**src/rtl/wb_arbiter_if.sv**
```systemverilog
// Write-back bus bundle: unit result ports plus the retire valid/ready handshake.
interface wb_arbiter_if #(
   parameter int NUM_UNITS = 4,
   parameter int DATA_W    = 32,
   parameter int ID_W      = 3
);
   localparam int UW = (NUM_UNITS > 1) ? $clog2(NUM_UNITS) : 1;

   logic [NUM_UNITS-1:0]        unit_done;
   logic [NUM_UNITS*DATA_W-1:0] unit_rd;
   logic [NUM_UNITS*ID_W-1:0]   unit_id;
   logic [NUM_UNITS-1:0]        unit_ack;
   logic                        retire_valid;
   logic                        retire_ready;
   logic [DATA_W-1:0]           retire_data;
   logic [ID_W-1:0]             retire_id;
   logic [UW-1:0]               retire_unit;

   // Arbiter side.
   modport master (
      input  unit_done, unit_rd, unit_id, retire_ready,
      output unit_ack, retire_valid, retire_data, retire_id, retire_unit
   );

   // Units and commit stage side.
   modport slave (
      output unit_done, unit_rd, unit_id, retire_ready,
      input  unit_ack, retire_valid, retire_data, retire_id, retire_unit
   );
endinterface

```
**src/rtl/wb_arbiter.sv**
```systemverilog
// Round-robin write-back arbiter: grants one done unit per cycle into a
// registered retire slot drained by a valid/ready handshake.
module wb_arbiter #(
   parameter int NUM_UNITS = 4,
   parameter int DATA_W    = 32,
   parameter int ID_W      = 3
) (
   input logic          clk,
   input logic          rst,
   wb_arbiter_if.master bus
);
   localparam int UW = (NUM_UNITS > 1) ? $clog2(NUM_UNITS) : 1;

   logic [DATA_W-1:0]    w_rd_arr [NUM_UNITS];
   logic [ID_W-1:0]      w_id_arr [NUM_UNITS];
   logic                 w_found;
   logic [UW-1:0]        w_gidx;
   logic                 w_slot_free;
   logic                 w_ack_en;
   logic [NUM_UNITS-1:0] w_ack;

   logic                 r_valid;
   logic [DATA_W-1:0]    r_data;
   logic [ID_W-1:0]      r_id;
   logic [UW-1:0]        r_unit;
   logic [UW-1:0]        r_rr_ptr;

   for (genvar g = 0; g < NUM_UNITS; g++) begin : g_unpack
      assign w_rd_arr[g] = bus.unit_rd[g*DATA_W +: DATA_W];
      assign w_id_arr[g] = bus.unit_id[g*ID_W +: ID_W];
   end

   // Scan from the round-robin pointer with wraparound; first done unit wins.
   always_comb begin
      logic [UW:0] v_sum;
      v_sum   = '0;
      w_found = 1'b0;
      w_gidx  = '0;
      for (int unsigned k = 0; k < NUM_UNITS; k++) begin
         v_sum = {1'b0, r_rr_ptr} + (UW+1)'(k);
         if (v_sum >= (UW+1)'(NUM_UNITS)) begin
            v_sum = v_sum - (UW+1)'(NUM_UNITS);
         end
         if (!w_found && bus.unit_done[v_sum[UW-1:0]]) begin
            w_found = 1'b1;
            w_gidx  = v_sum[UW-1:0];
         end
      end
   end

   assign w_slot_free = ~r_valid | bus.retire_ready;
   assign w_ack_en    = w_found & w_slot_free & ~rst;
   assign w_ack       = w_ack_en ? (NUM_UNITS'(1) << w_gidx) : '0;

   // Retire slot: load on grant (same-edge pass-through when popping), clear on pop.
   always_ff @(posedge clk) begin
      if (rst) begin
         r_valid  <= 1'b0;
         r_data   <= '0;
         r_id     <= '0;
         r_unit   <= '0;
         r_rr_ptr <= '0;
      end else if (w_ack_en) begin
         r_valid  <= 1'b1;
         r_data   <= w_rd_arr[w_gidx];
         r_id     <= w_id_arr[w_gidx];
         r_unit   <= w_gidx;
         r_rr_ptr <= (w_gidx == UW'(NUM_UNITS - 1)) ? '0 : w_gidx + UW'(1);
      end else if (r_valid && bus.retire_ready) begin
         r_valid  <= 1'b0;
      end
   end

   assign bus.unit_ack     = w_ack;
   assign bus.retire_valid = r_valid;
   assign bus.retire_data  = r_data;
   assign bus.retire_id    = r_id;
   assign bus.retire_unit  = r_unit;
endmodule

```
**src/flat_wrapper.sv**
```systemverilog
// flat-port wrapper written by rule: the top's interface ports become plain ports
module wb_arbiter_flat 
#(
   parameter int NUM_UNITS = 4,
   parameter int DATA_W    = 32,
   parameter int ID_W      = 3
)
  (clk, rst, bus_unit_done, bus_unit_rd, bus_unit_id, bus_retire_ready, bus_unit_ack, bus_retire_valid, bus_retire_data, bus_retire_id, bus_retire_unit);
  wb_arbiter_if #(.NUM_UNITS(NUM_UNITS), .DATA_W(DATA_W), .ID_W(ID_W)) bus_i ();
  input logic clk;
  input logic rst;
  input wire logic [$bits(bus_i.unit_done)-1:0] bus_unit_done;
  input wire logic [$bits(bus_i.unit_rd)-1:0] bus_unit_rd;
  input wire logic [$bits(bus_i.unit_id)-1:0] bus_unit_id;
  input wire logic [$bits(bus_i.retire_ready)-1:0] bus_retire_ready;
  output wire logic [$bits(bus_i.unit_ack)-1:0] bus_unit_ack;
  output wire logic [$bits(bus_i.retire_valid)-1:0] bus_retire_valid;
  output wire logic [$bits(bus_i.retire_data)-1:0] bus_retire_data;
  output wire logic [$bits(bus_i.retire_id)-1:0] bus_retire_id;
  output wire logic [$bits(bus_i.retire_unit)-1:0] bus_retire_unit;
  assign bus_i.unit_done = bus_unit_done;
  assign bus_i.unit_rd = bus_unit_rd;
  assign bus_i.unit_id = bus_unit_id;
  assign bus_i.retire_ready = bus_retire_ready;
  assign bus_unit_ack = bus_i.unit_ack;
  assign bus_retire_valid = bus_i.retire_valid;
  assign bus_retire_data = bus_i.retire_data;
  assign bus_retire_id = bus_i.retire_id;
  assign bus_retire_unit = bus_i.retire_unit;
  wb_arbiter #(.NUM_UNITS(NUM_UNITS), .DATA_W(DATA_W), .ID_W(ID_W)) u_core (.clk(clk), .rst(rst), .bus(bus_i));
endmodule
```
**config.mk**
```make
export PLATFORM = sky130hd
export DESIGN_NAME = wb_arbiter_flat
export DESIGN_NICKNAME = d
export VERILOG_FILES = /design/src/rtl/wb_arbiter_if.sv /design/src/rtl/wb_arbiter.sv /design/src/flat_wrapper.sv
export SDC_FILE = /design/constraint.sdc
export NUM_CORES = 1
export LEC_CHECK = 0
export CORE_MARGIN = 1.5
export CORE_UTILIZATION = 31
export CTS_CLUSTER_DIAMETER = 100
export CTS_CLUSTER_SIZE = 12
export DETAILED_ROUTE_END_ITERATION = 10
export PLACE_DENSITY = 0.78
export SLEW_MARGIN = 20
export SYNTH_ARGS = -nofsm -noshare
export SYNTH_HDL_FRONTEND = slang
export SYNTH_SLANG_ARGS = --single-unit
```
**constraint.sdc**
```tcl
create_clock -name clk -period 2 [get_ports clk]
set_clock_uncertainty 0.2 [all_clocks]
set_input_delay 0.4 -clock clk [delete_from_list [all_inputs] [get_ports clk]]
set_output_delay 0.4 -clock clk [all_outputs]
set_load 0.05 [all_outputs]
```
==> results list <==
* Input/output buffers: 188
- Deepest level of the CTS H-tree: 2
- Final Hold Fails: 0
- STA classifies the critical path startpoint as a flop.
* Worst Min Path Start: u_core.bus.retire_data[15]
- Of all nets on the critical path, the largest fanout is 3.
- The worst-case IR drop observed on VDD is 348.9 uV.
- Summing the areas of all and, or, nand and nor instances in the mapped netlist gives 9.536% of the synthesized area.
- Filler cell count: 552
- Max transition margin: 70.58%
- Cells after synthesis: 234
* Number of warning messages in the yosys log: 0
- In this run, synthesis produced a sequential element count of 40.
- The number of nets handed over by synthesis was 381.
* Part of the Yosys area used for sequential elements: 32.29%
- The total overflow left after global routing is 0.
- Dividing total power by cell area gives a power density of 709.5 nW/um^2.
- Setup repair after global routing could not meet its margin everywhere.
* Max clock buf depth: 2
- Using the TritonRoute via totals, the vias-per-cell ratio works out to 5.038.
- First drt pass iteration count: 4
- Final std cells w/o fill: 549
- WHS Path Cells: 2
- Final total negative setup slack: -1.215 ns
* Initial standard-cell utilization of the core: 32.09%
- For this block, the initial DRC count from the detailed router was 58.
- Dominant combinational cell family by area after synthesis: multiplexers
- Area of the die: 8545 sq um
- The first global-routing pass estimated 13500 microns of wire.
- R2R Setup Slk: -0.02 ns
- Routability-driven placement congestion ratio: 0.8091
- HPWL after detailed placement: 6640 microns
- Required time at the endpoint of the critical path: 1.40 ns
- Initial antenna violation count: 0
- TritonCTS built the clock tree.
- Averaged over all synthesized cells, the footprint is 10.60 sq um.
* Share of synthesized area spent on multiplexers: 29.06%
- Clock-pin slew was measured on the worst setup and hold paths at 0.07 ns.
- Hold is met by 0.2693 ns.
* Vertical extent of the die: 92.44 microns
- In this run the critical register-to-register path is captured at u_core.bus.retire_data[14].
* Data arrival time of the critical path: 1.70 ns
- After detailed routing, the number of remaining DRC violations is 0.
- Of the total synthesized cell area, the portion taken by XOR and XNOR cells is 0%.
* Launch point of the worst reg-to-reg path: u_core.r_rr_ptr[0]
- Proportion of layout cells with a drive suffix above 1: 40.94%
- Derived from the worst setup path, the maximum achievable clock frequency is 435.7 MHz.
* Crit path setup slack, layout: -0.2952 ns
- Max-cap violations in this run came to 0.
- After floorplanning, the core was sized to cover 7727 sq um.
- The mapped netlist covers 2480 sq um.
* CTS sink cnt: 40
- Final setup vio count: 13
- In the global route stage, overall resource usage came out at 19.92%.
* Vias after detailed routing: 2766
* Pleak: 2.052 nW
* Number of rows created at floorplan: 32
- Final Power: 3.881 mW
- Quantity of hold-fixing buffers added after cts: 0
* Period utilization: 114.8%
- Count of nets left with antenna violations after detail routing: 0
- N_diodes: 0
* Failing checks: negative setup slack
* Tightest Hold Check Type: reg2reg
* Post-layout nets: 594
- WL per Instance: 17.82 microns
* Adder-cell area share of the yosys netlist: 0%
- Maximum number of pins on one net before global-route repair: 27
* Result of the run: finished with violations
- By startpoint and endpoint, the worst setup path is classified as reg2out.
* Destination of the worst hold path: u_core.bus.retire_data[15]
- Synth-to-layout area growth: 120.6%
- Worst reg-to-reg path cell count: 8
- Post-Place Cells: 530
* Final critical delay including setup and external delays: 2.295 ns
- Cell at the root of the clock tree: sky130_fd_sc_hd__clkbuf_8
- Counting distinct cell types in the post-synthesis netlist gives 25.
* Width of the die: 92.44 microns
* Clock latency on the worst-skew pair: 0.28 ns
- The via count of the first global-routing pass was 2828.
* Transition at the pin with the smallest max-transition slack: 0.4413 ns
* Final slew viol count: 0
* Number of clock buffers inserted by TritonCTS: 5
- Crit end category: primary output
* Ports: 189
- Final WL: 9784 microns
- Complex-gate fraction of the synthesized area: 23.31%
-- where the power goes --
group / leakage (nW) / internal, mW / switching (mW)
logic: 1.67 / 1.14 / 1.14
clock network: 0.0503 / 0.308 / 0.278
registers: 0.333 / 0.933 / 0.0837
-- sequential cells by signal, indices dropped and copies added, names as in the netlist --
name	cells
u_core.bus.retire_valid	1
u_core.r_rr_ptr	2
u_core.bus.retire_id	3
u_core.bus.retire_unit	2
u_core.bus.retire_data	32
-- layout make-up --
type | count | area [sq um] | share of cell area, %
Timing Repair Buffer | 225 | 2297 | 41.99
Multi-Input combinational cell | 173 | 2135 | 39.02
Sequential cell | 40 | 807.0 | 14.75
Tap cell | 102 | 127.6 | 2.333
Clock buffer | 7 | 96.34 | 1.761
Inverter | 2 | 7.507 | 0.1372
-- worst max path at each step --
| stage | start | to | depth (start not counted) |
|---|---|---|---|
| after floorplan | bus_unit_done[2] | bus_unit_ack[0] | 7 |
| after global placement | bus_unit_done[2] | bus_unit_ack[0] | 7 |
| after detailed placement | bus_unit_done[2] | bus_unit_ack[0] | 7 |
| after CTS | u_core.r_rr_ptr[0] | bus_unit_ack[3] | 7 |
| after global routing | u_core.r_rr_ptr[0] | bus_unit_ack[1] | 7 |
| final | u_core.r_rr_ptr[0] | bus_unit_ack[2] | 6 |
-- synth_stat cells, drive strengths merged --
library cell	number	area, sq um
a221oi	1	15.01
inv	2	7.510
nand3b	1	11.26
a311oi	1	8.760
mux2i	72	720.7
nor2b	2	12.51
nor2	10	40.04
clkbuf	1	3.750
nand2	37	138.9
or3b	1	8.760
a211oi	2	15.01
a21oi	4	31.28
o32a	1	10.01
nor4	1	6.260
buf	18	132.6
o221ai	35	481.7
a21o	1	7.510
dfxtp	40	800.8
nand2b	3	18.77
o32ai	1	8.760
-- placed cells by master (no fill, tap or decap), drive strengths merged, types with 2 or more instances in the layout --
master	instances
a211oi	2
a21oi	4
buf	76
clkbuf	13
clkdlybuf4s50	141
dfxtp	40
inv	2
mux2i	72
nand2	37
nand2b	3
nor2	10
nor2b	2
o221ai	35
-- logic make-up (layout without fill, tap and decap cells) --
family | after synthesis | after routing
buf+inv | 21 | 234
compound gates | 46 | 46
simple gates | 55 | 55
mux | 72 | 72
flops | 40 | 40
-- critical path, stage by stage (launching register included) --
cell,delay (ns)
sky130_fd_sc_hd__dfxtp_4,0.36
sky130_fd_sc_hd__nand2b_4,0.15
sky130_fd_sc_hd__a21oi_4,0.14
sky130_fd_sc_hd__a211oi_2,0.06
sky130_fd_sc_hd__or3b_4,0.45
sky130_fd_sc_hd__nor2_4,0.12
sky130_fd_sc_hd__buf_12,0.14
-- routing by layer --
layer | track usage (%) | vias up | part of all wire [%]
met3 | 5.419 | 15 | 6.4
met4 | 7.051 | 0 | 2.0
met1 | 20.28 | 1321 | 36
met5 | 0 | - | 0
met2 | 38.36 | 105 | 55
li1 | - | 1325 | -
-- metrics by stage --
stage	setup WS [ns]	instance area (sq um)	util, %
after global placement	-0.7634	4616	59.73
after CTS	-0.3608	4921	63.68
final	-0.2952	5470	70.79
after global routing	-0.3940	5470	70.79
after floorplan	-0.3081	2572	-
after detailed placement	-0.8090	4616	59.73
-- timing repair --
action / in CTS / in global routing
pin swaps: 10 / 6
setup buffers: 4 / 1
cloned: 1 / 6
gates resized for setup: 47 / 68
endpoints found under the setup margin: 41 / 39
Power figures use the tool's default switching activity.
==> RTL edit 1, RTL diff (same settings) <==
`NUM_UNITS` is set to 4 in 3 places; all go to 8.
--- a/src/rtl/wb_arbiter_if.sv
+++ b/src/rtl/wb_arbiter_if.sv
@@ -1,5 +1,5 @@
 // Write-back bus bundle: unit result ports plus the retire valid/ready handshake.
 interface wb_arbiter_if #(
-   parameter int NUM_UNITS = 4,
+   parameter int NUM_UNITS = 8,
    parameter int DATA_W    = 32,
    parameter int ID_W      = 3
--- a/src/rtl/wb_arbiter.sv
+++ b/src/rtl/wb_arbiter.sv
@@ -2,5 +2,5 @@
 // registered retire slot drained by a valid/ready handshake.
 module wb_arbiter #(
-   parameter int NUM_UNITS = 4,
+   parameter int NUM_UNITS = 8,
    parameter int DATA_W    = 32,
    parameter int ID_W      = 3
--- a/src/flat_wrapper.sv
+++ b/src/flat_wrapper.sv
@@ -2,5 +2,5 @@
 module wb_arbiter_flat 
 #(
-   parameter int NUM_UNITS = 4,
+   parameter int NUM_UNITS = 8,
    parameter int DATA_W    = 32,
    parameter int ID_W      = 3
Ports: changed (5 resized); port bits go from 189 to 338. No check against the original RTL was run, so the function may have changed too.
==> RTL edit 1 against the unedited design <==
  * The flow still finishes with violations (setup timing)
  * Setup slack got worse by 1.6 ns
  * Maximum frequency fell by 42%
  * Utilization fell by 6.6 points
  * Wire length rose to 2.5 times the old value
  * Synthesized cell count rose by 140%
  * Synthesized area rose by 110%
  * Design area rose by 88%
  * Sequential cell count rose by 2
  * First-iteration DRC count rose to 7.1 times the old value
  * Count of clock-buffer cells in the layout did not move
  * Non-clock buffer count rose by 239
Power is left out: it rests on default switching activity, and per cell area and clock period it moved more than threefold.
==> RTL edit 1: results (changes against the unedited design) <==
placed insts=1154 (+120%); # Taps=216 (+110%); Gates resized, CTS repair=65 (+38%); comb_multi_in=455 (+160%); post-synthesis sequential area ratio=16.3% (-16 points); fill cell count=1285 (+130%); hold endpoint=u_core.bus.retire_unit[2]$_SDFFE_PP0P_; M2 GR Usage=49.3% (+11 points); Critical Path Max Stage Delay=0.51 ns (+0.06 ns); post-route setup slack=-1.92 ns (-1.63 ns); Metal-1 WL=9.64 mm (+170%); endpoints failing setup=50 (+37); Clock-cell share=1.43% (-0.33 points); R2R depth=17 (+9); mean post-synth cell area=9.10 um2 (-14%); wire length per cell=20.7 um (+16%); Placement Setup Slack=-2.15 ns (-1.34 ns); status=complete, but fails checks; vias post-DR=6560 (+140%); largest net degree at the start of global routing=25 (-7.4%); crit path max-delay cell type=mux4_2; DR WL met2=12.7 mm (+130%); Synth cell types=75 (+200%); Non-clock buffers=464 (+110%); area grow syn2layout=99.9%; share of layout cells above drive strength 1=34.0% (-6.9 points); failing checks=setup timing; Port-buffer cells=337 (+79%); Net Count, Synth=860 (+130%); met3 WL post-DR=1.62 mm (+160%); inverters=7 (+5); # clock sinks=42 (+5.0%); Hold Path Origin=u_core.bus.retire_unit[2]$_SDFFE_PP0P_; vias in the first global route=6775 (+140%)
-- RTL edit 1: cell types whose count changed in the layout (fill, tap and decap cells not counted), sizes merged, moves of 18 or more --
cell and delta:
buf +96, o221ai -33, o21ai +27, a21oi +41
mux2 +29, and2 +23, clkdlybuf4s50 +141, a22oi +18
mux4 +28, o31ai +20, nand3b +20, nand3 +20
a221oi +18, o311ai +19
-- RTL edit 1: kinds of logic (layout without fill, tap and decap cells) --
| kind of cell | count (synthesis) | after routing | share of synthesized area, % |
|---|---|---|---|
| buffers and inverters | 70 | 479 | 7.54 |
| adders and majority gates | 2 | 2 | 0.485 |
| DFF | 42 | 42 | 16.3 |
| AOI/OAI and AO/OA | 185 | 185 | 26.5 |
| other | 0 | 1 | 0 |
| and+or+nand+nor | 142 | 142 | 16.8 |
| muxes | 122 | 122 | 31.7 |
| xor gates and xnor gates | 4 | 4 | 0.679 |
==> RTL edit 2, RTL diff (same flow settings) <==
Made on the original files. Reset style: asynchronous (`rst`), changed in one clocked block.
--- a/src/rtl/wb_arbiter.sv
+++ b/src/rtl/wb_arbiter.sv
@@ -54,5 +54,5 @@
 
    // Retire slot: load on grant (same-edge pass-through when popping), clear on pop.
-   always_ff @(posedge clk) begin
+   always_ff @(posedge clk or posedge rst) begin
       if (rst) begin
          r_valid  <= 1'b0;
Formal check against the unedited RTL: differs if rst is asserted again (counterexample within 4 cycles, from zero or initial values and one cycle with rst high); with rst held inactive, the same outputs for 10 cycles.
==> RTL edit 2 against the unedited design <==
  * The flow still finishes with violations (setup timing)
  * First-iteration DRC count increased to 3.3 times the old value
  * Total power increased by 22%
  * Die area increased by 5.4%
  * Cell count increased by 5.3%
  * Combinational power increased by 26%
  * Synthesized area increased by 5.5%
  * Wire length increased by 5.2%
  * Maximum frequency decreased by 4.3%
  * Design area decreased by 4.8%
  * Sequential cell count unchanged
  * Setup slack got worse by 0.10 ns
  * Largest power group unchanged
==> RTL edit 2: results (changes against the unedited design) <==
Net Count, Synth=403 (+5.8%); failing checks=setup timing; CP startpoint=u_core.r_rr_ptr[1]$_DFFE_PP0P_; VDD IR max=0.000391 V (+12%); clock transition at the registers of the reported paths=0.09 ns (+0.02 ns); top post-synthesis cells by count=40 x dfrtp_1, 36 x nor2_1, 30 x a21oi_1, 26 x a222oi_1, 21 x mux2_4; CP top delay family=flip-flops; 1st-iter DRT viols=189 (+230%); total track usage=21.8% (+1.9 points); Final HPWL DP=7.75 mm (+17%); postcts setup bufs=13 (+9); Rel. slew slack=75.8% (+5.2 points); clk_lat worst skew=0.30 ns (+0.02 ns); met3 WL post-DR=1.02 mm (+63%); Gates resized, CTS repair=35 (-26%); endpoints failing setup=39 (+26); post-route setup slack=-0.398 ns (-0.103 ns); vias in the first global route=2949 (+4.3%); vias post-DR=3009 (+8.8%); largest net degree at the start of global routing=31 (+15%); global-route wire length before repair=14.7 mm (+9.2%); status=complete, but fails checks; crit-path max FO=5 (+2); Metal-1 WL=3.67 mm (+3.6%); met3 GRT Util=5.88% (+0.46 points)
-- RTL edit 2: kinds of logic after synthesis --
logic type      count (synthesis)  share of synthesized area (%)
mux                            44                           21.1
buf+inv                        29                           6.21
flops                          40                           38.2
compound gates                 81                           24.3
simple gates                   62                           10.1
-- RTL edit 2: worst paths after layout --
path / slack [ns] / cells after the start / end
setup / recovery: -0.40 / 7 / bus_unit_ack[3]
hold / removal: 0.29 / 2 / u_core.bus.retire_unit[1]$_DFFE_PP0P_
setup reg to reg: -0.40 / 7 / u_core.bus.retire_data[22]$_DFFE_PP0P_
hold reg to reg: 0.29 / 2 / u_core.bus.retire_unit[1]$_DFFE_PP0P_
max in group asynchronous: 0.91 / 4 / u_core.r_rr_ptr[1]$_DFFE_PP0P_
min in group asynchronous: 0.43 / 4 / u_core.bus.retire_data[26]$_DFFE_PP0P_
-- RTL edit 2: stage by stage --
| step | hold slack [ns] | TNS (ns) | cells | setup slack [ns] |
|---|---|---|---|---|
| 2_1_floorplan | 0.397 | -4.88 | 256 | -0.202 |
| 3_3_place_gp | 0.263 | -26.10 | 554 | -0.666 |
| 3_5_place_dp | 0.267 | -27.82 | 554 | -0.768 |
| 4_1_cts | 0.290 | -11.91 | 575 | -0.411 |
| 5_1_grt | 0.332 | -14.90 | 578 | -0.470 |
| 6_report | 0.287 | -12.11 | 578 | -0.398 |
-- RTL edit 2: final cells by class --
| class | count | area [um2] |
|---|---|---|
| Clock buffer | 5 | 68.8 |
| Sequential cell | 40 | 1000 |
| Timing Repair Buffer | 236 | 2330 |
| Clock inverter | 3 | 47.5 |
| Fill cell | 666 | 3010 |
| Inverter | 2 | 7.51 |
| Tap cell | 105 | 131 |
| Multi-Input combinational cell | 187 | 1620 |
